**config.mk**
```make
export PLATFORM = sky130hd
export DESIGN_NAME = uart_receiver
export DESIGN_NICKNAME = d
export VERILOG_FILES = /design/src/rtl/uart_receiver.sv
export SDC_FILE = /design/constraint.sdc
export NUM_CORES = 1
export LEC_CHECK = 0
export ABC_AREA = 1
export BUFFER_PORTS_ARGS = -buffer_cell sky130_fd_sc_hd__buf_2
export CAP_MARGIN = 20
export CORE_MARGIN = 4
export CORE_UTILIZATION = 40
export DETAILED_ROUTE_END_ITERATION = 8
export HOLD_SLACK_MARGIN = 0.08
export MAX_ROUTING_LAYER = met4
export SYNTH_ARGS = -nofsm -noshare
export SYNTH_HDL_FRONTEND = slang
export SYNTH_SLANG_ARGS = --single-unit
```
**constraint.sdc**
```tcl
create_clock -name clk -period 3.1 [get_ports clk]
set_input_delay 0.93 -clock clk [delete_from_list [all_inputs] [get_ports clk]]
set_output_delay 0.93 -clock clk [all_outputs]
set_load 0.01 [all_outputs]
```
**src/rtl/uart_receiver.sv**
```systemverilog
`default_nettype none
// ============================================================================
//  Module      : uart_receiver
//  Description : 8N1 UART receive path. It synchronizes the serial line and
//                samples each bit at mid-period. Bytes go into a show-ahead
//                FIFO that the datapath drains with a one-cycle read strobe.
//                Overrun and frame errors are held in sticky flags.
//  Revision    : 1.0 - initial release
// ============================================================================
module uart_receiver #(
  parameter int CLKS_PER_BIT = 868,
  parameter int FIFO_ADDR_W  = 4
) (
  input  logic                   clk,
  input  logic                   reset,
  input  logic                   UART_RX,
  input  logic                   UART_READ_EN,
  input  logic                   err_clr,
  output logic [31:0]            UART_READ_DATA,
  output logic                   rx_empty,
  output logic                   rx_full,
  output logic [FIFO_ADDR_W:0]   rx_count,
  output logic                   overrun,
  output logic                   frame_error
);

  localparam int                 c_CNT_W = $clog2(CLKS_PER_BIT);
  localparam int                 c_DEPTH = 1 << FIFO_ADDR_W;
  localparam logic [c_CNT_W-1:0] c_HALF  = c_CNT_W'(CLKS_PER_BIT / 2 - 1);
  localparam logic [c_CNT_W-1:0] c_LAST  = c_CNT_W'(CLKS_PER_BIT - 1);

  localparam logic [1:0] c_IDLE  = 2'd0;
  localparam logic [1:0] c_START = 2'd1;
  localparam logic [1:0] c_DATA  = 2'd2;
  localparam logic [1:0] c_STOP  = 2'd3;

  logic                 r_sync1;
  logic                 r_rx_s;
  logic                 r_rx_prev;
  logic [1:0]           r_state;
  logic [c_CNT_W-1:0]   r_cnt;
  logic [2:0]           r_bit_idx;
  logic [7:0]           r_shift;
  logic [FIFO_ADDR_W:0] r_wr_ptr;
  logic [FIFO_ADDR_W:0] r_rd_ptr;
  logic [7:0]           r_mem [c_DEPTH];
  logic                 r_overrun;
  logic                 r_frame_error;

  logic w_stop_sample;
  logic w_push;
  logic w_pop;
  logic w_write;
  logic w_overrun_set;
  logic w_frame_set;
  logic w_empty;
  logic w_full;

  // FIFO status and stop-bit decisions
  always_comb begin
    w_empty       = (r_wr_ptr == r_rd_ptr);
    w_full        = (r_wr_ptr == {~r_rd_ptr[FIFO_ADDR_W], r_rd_ptr[FIFO_ADDR_W-1:0]});
    w_stop_sample = (r_state == c_STOP) && (r_cnt == c_LAST);
    w_push        = w_stop_sample && r_rx_s;
    w_frame_set   = w_stop_sample && !r_rx_s;
    w_pop         = UART_READ_EN && !w_empty;
    // A pop on the same edge frees the slot, so a full FIFO still accepts the byte
    w_write       = w_push && (!w_full || w_pop);
    w_overrun_set = w_push && w_full && !w_pop;
  end

  // Two-stage synchronizer plus edge-detect history; idles high
  always_ff @(posedge clk or negedge reset) begin
    if (!reset) begin
      r_sync1   <= 1'b1;
      r_rx_s    <= 1'b1;
      r_rx_prev <= 1'b1;
    end else begin
      r_sync1   <= UART_RX;
      r_rx_s    <= r_sync1;
      r_rx_prev <= r_rx_s;
    end
  end

  // Receive FSM: mid-bit sampling driven by a single period counter
  always_ff @(posedge clk or negedge reset) begin
    if (!reset) begin
      r_state   <= c_IDLE;
      r_cnt     <= '0;
      r_bit_idx <= '0;
      r_shift   <= '0;
    end else begin
      case (r_state)
        c_IDLE: begin
          if (r_rx_prev && !r_rx_s) begin
            r_cnt   <= '0;
            r_state <= c_START;
          end
        end
        c_START: begin
          if (r_cnt == c_HALF) begin
            r_cnt     <= '0;
            r_bit_idx <= '0;
            r_state   <= r_rx_s ? c_IDLE : c_DATA;
          end else begin
            r_cnt <= r_cnt + 1'b1;
          end
        end
        c_DATA: begin
          if (r_cnt == c_LAST) begin
            r_cnt              <= '0;
            r_shift[r_bit_idx] <= r_rx_s;
            r_bit_idx          <= r_bit_idx + 1'b1;
            if (r_bit_idx == 3'd7) begin
              r_state <= c_STOP;
            end
          end else begin
            r_cnt <= r_cnt + 1'b1;
          end
        end
        default: begin
          if (r_cnt == c_LAST) begin
            r_cnt   <= '0;
            r_state <= c_IDLE;
          end else begin
            r_cnt <= r_cnt + 1'b1;
          end
        end
      endcase
    end
  end

  // FIFO pointers with wrap bit and the sticky error flags (set beats clear)
  always_ff @(posedge clk or negedge reset) begin
    if (!reset) begin
      r_wr_ptr      <= '0;
      r_rd_ptr      <= '0;
      r_overrun     <= 1'b0;
      r_frame_error <= 1'b0;
    end else begin
      if (w_write) begin
        r_wr_ptr <= r_wr_ptr + 1'b1;
      end
      if (w_pop) begin
        r_rd_ptr <= r_rd_ptr + 1'b1;
      end
      if (w_overrun_set) begin
        r_overrun <= 1'b1;
      end else if (err_clr) begin
        r_overrun <= 1'b0;
      end
      if (w_frame_set) begin
        r_frame_error <= 1'b1;
      end else if (err_clr) begin
        r_frame_error <= 1'b0;
      end
    end
  end

  // FIFO storage; contents need no reset because the pointers gate visibility
  always_ff @(posedge clk) begin
    if (w_write) begin
      r_mem[r_wr_ptr[FIFO_ADDR_W-1:0]] <= r_shift;
    end
  end

  // Show-ahead read port; all-ones marks an empty FIFO to software
  always_comb begin
    UART_READ_DATA = 32'hFFFF_FFFF;
    if (!w_empty) begin
      UART_READ_DATA = {24'b0, r_mem[r_rd_ptr[FIFO_ADDR_W-1:0]]};
    end
    rx_empty    = w_empty;
    rx_full     = w_full;
    rx_count    = r_wr_ptr - r_rd_ptr;
    overrun     = r_overrun;
    frame_error = r_frame_error;
  end

endmodule
`default_nettype wire

```
==> flow_summary_export.csv <==
group,metric,value,unit
global_route,grt_use_met1,21.9,%
synth,syn-cell-area,7570,um^2
detailed_routing,routed_wl,16.6,mm
synth,synth.distinct_cells,31,
sta,slew_headroom,42.5,%
synth,syn_avg_cell_area,10.1,um^2
placement,place.detailed.hpwl,10.8,mm
detailed_routing,drc,0,
global_route,grt_pass1_wl,26.7,mm
setup_path,endpoint_kind,"output port",
sta,tightest_slew,0.863,ns
cts,clock_latency,0.42,ns
sta,hold_ws,0.355,ns
power,fin_total_pwr,7.11,mW
cts,cts_sinks,166,
die,start_util,40.6,%
detailed_routing,drtPass1Iterations,5,
cts,tritoncts,"done",
setup_path,start_kind,"register",
global_route,overflow,0,
cts,clock_path_buffers,2,
setup_path,worst-path-buf-inv,3,
synth,yosys_warnings,0,
finish,layout_common_cells,"nand2_1 (156), nor2_1 (128), edfxtp_1 (128)",
setup_path,cp_slowest_cell,"fa_1",
placement,io_buffers,45,
die,coreArea,18600,um^2
die,die_y,146,um
sta,period_share,97.0,%
sta,rsz0062_at_grt,"no",
setup_path,max_stage_delay,0.45,ns
detailed_routing,dr.first_iter.drc_count,384,
setup_path,setup.worst_path.class,"reg2out",
die,die_area,21200,um^2
cts,clockRootBuffer,"clkbuf_16",
detailed_routing,vias,5081,
sta,final.min_clock_period,3.01,ns
run,cap_violations,0,
detailed_routing,via_per_inst,4.88,
finish,n_antenna_cell,0,
finish,layout-drive-gt1-share,15.9,%
sta,clock.fmax,333,MHz
status,status,"completed",
global_route,grt.total_usage,16.5,%
global_route,grt_max_degree,51,
cts,ctsHoldBuffers,0,
global_route,top_usage_layer,"met2",
global_route,use_met2,26.2,%
setup_path,crit_arrival,2.08,ns
sta,slew_violations,0,
placement,place_inst,1006,
finish,final_core_util,46.6,%
synth,yosysSeqAreaShare,63.3,%
sta,skew,0.00788,ns
setup_path,critPathMaxFanout,18,
min_path,hp-class,"reg2reg",
synth,syn_inst,750,
finish,nets,813,
sta,hold_violations,0,
global_route,grt_antenna_before_repair,0,
detailed_routing,ant_nets,0,
sta,tns,0,ns
synth,syn_nets,769,
power,p_leak,3.81,nW
finish,fin_cells,1041,
setup_path,path_delay_family,"buffers and inverters",
finish,layout_commonest_cell,"nand2_1",
setup_path,crit_required,2.17,ns
detailed_routing,wl_per_cell,16.0,um
global_route,grt_use_met3,2.46,%
power,vdd_ir_drop_max,471,uV
placement,gp_congestion,0.792,
global_route,first_global_vias,4860,
die,num_rows,50,
die,die_w,146,um
power,cellPowerDensity,820,nW/um^2
setup_path,cp_cell_sequence,"clkinv_1 -> buf_4 -> fa_1 -> nand3_1 -> nand2_1 -> xor2_1 -> buf_2",
die,io_pins,46,
sta,finalSetupViolations,0,
synth,synth_seq_cells,166,
cts,cts_buffers,17,
finish,area_delta_synth_final,14.6,%
cts,cts_htree_levels,4,
cts,cts.clk_slew.worst_paths,0.06,ns
==> sequential cells by signal, summed over array words and instances, names as in the netlist <==
name	cells
r_mem	128
r_cnt	10
r_shift	8
r_rd_ptr	5
r_wr_ptr	5
r_bit_idx	3
r_state	2
frame_error	1
overrun	1
r_rx_prev	1
r_rx_s	1
r_sync1	1
==> repair_timing <==
action | CTS | global route
gates cloned | 0 | 1
endpoints found under the setup margin | 33 | 9
pin swaps | 0 | 2
setup buffers | 0 | 2
gates resized for setup | 3 | 8
==> where the power goes <==
part           switching (mW)  internal, mW  total, mW
clock                   0.824          1.23       2.05
sequential              0.103          2.47       2.57
combinational            1.57         0.923       2.49
==> path summary, 6_finish.rpt <==
| path | from | to | slack, ns | cells past startpoint |
|---|---|---|---|---|
| max in group asynchronous | reset | r_wr_ptr[2] | 1.88 | 1 |
| hold / removal | r_sync1 | r_rx_s | 0.36 | 0 |
| min in group asynchronous | reset | r_cnt[3] | 0.62 | 1 |
| setup reg to reg | r_rd_ptr[1] | r_mem[13][4] | 0.63 | 8 |
| hold reg to reg | r_sync1 | r_rx_s | 0.36 | 0 |
| setup / recovery | r_rd_ptr[1] | rx_count[4] | 0.09 | 7 |
==> cells by family after synthesis <==
logic type / count (synthesis) / share of synthesized area [%]
adders and majority gates: 14 / 2.41
and+or+nand+nor: 375 / 20.9
AOI/OAI and AO/OA: 76 / 5.30
DFF: 166 / 63.3
buffers and inverters: 107 / 6.67
xor gates and xnor gates: 12 / 1.39
==> synthesized netlist by cell type, drive strengths merged <==
library cell	instances	area share [%]
o21ai	60	4.0
nor3	1	0.21
ha	13	2.1
nor2	133	6.8
a21oi	7	0.46
xor2	9	1.0
dfrtp	35	12
nand3	73	5.1
nand2	158	8.0
nand4	9	0.74
or2	1	0.083
o22ai	1	0.083
inv	55	2.7
clkinv	2	0.099
o211ai	8	0.79
edfxtp	128	51
dfstp	3	1.0
clkbuf	12	0.61
xnor2	3	0.35
buf	38	3.2
fa	1	0.26
==> final cells by class <==
class	count	area [um^2]
inverters	57	214
clock inverters	8	101
fillers	1749	9960
flip-flops and latches	166	4800
multi-input cells	477	2300
clock buffers	24	472
repair buffers	75	500
well taps	234	293
==> layer usage <==
layer / vias up / wire length (um)
li1: 2571 / -
met1: 2390 / 7650
met2: 99 / 8080
met3: 21 / 621
met4: 0 / 274
met5: - / 0
==> per-stage QoR <==
stage | worst slack, ns | cell area [um^2]
5_1_grt | 0.00209 | 8680
2_1_floorplan | 0.110 | 7570
6_report | 0.0933 | 8680
3_5_place_dp | 0.324 | 8020
4_1_cts | 0.0219 | 8610
3_3_place_gp | 0.403 | 8020
==> worst reg2reg max path, stage by stage (launching register included) <==
cell and delay, ns:
dfrtp_1 0.40, clkinv_1 0.11, ha_1 0.30, nand4_1 0.19, nor2_1 0.09, nand2_1 0.36, nand3_2 0.27, nor2_1 0.26
buf_4 0.20
No activity file was read; power rests on OpenSTA's default activity.
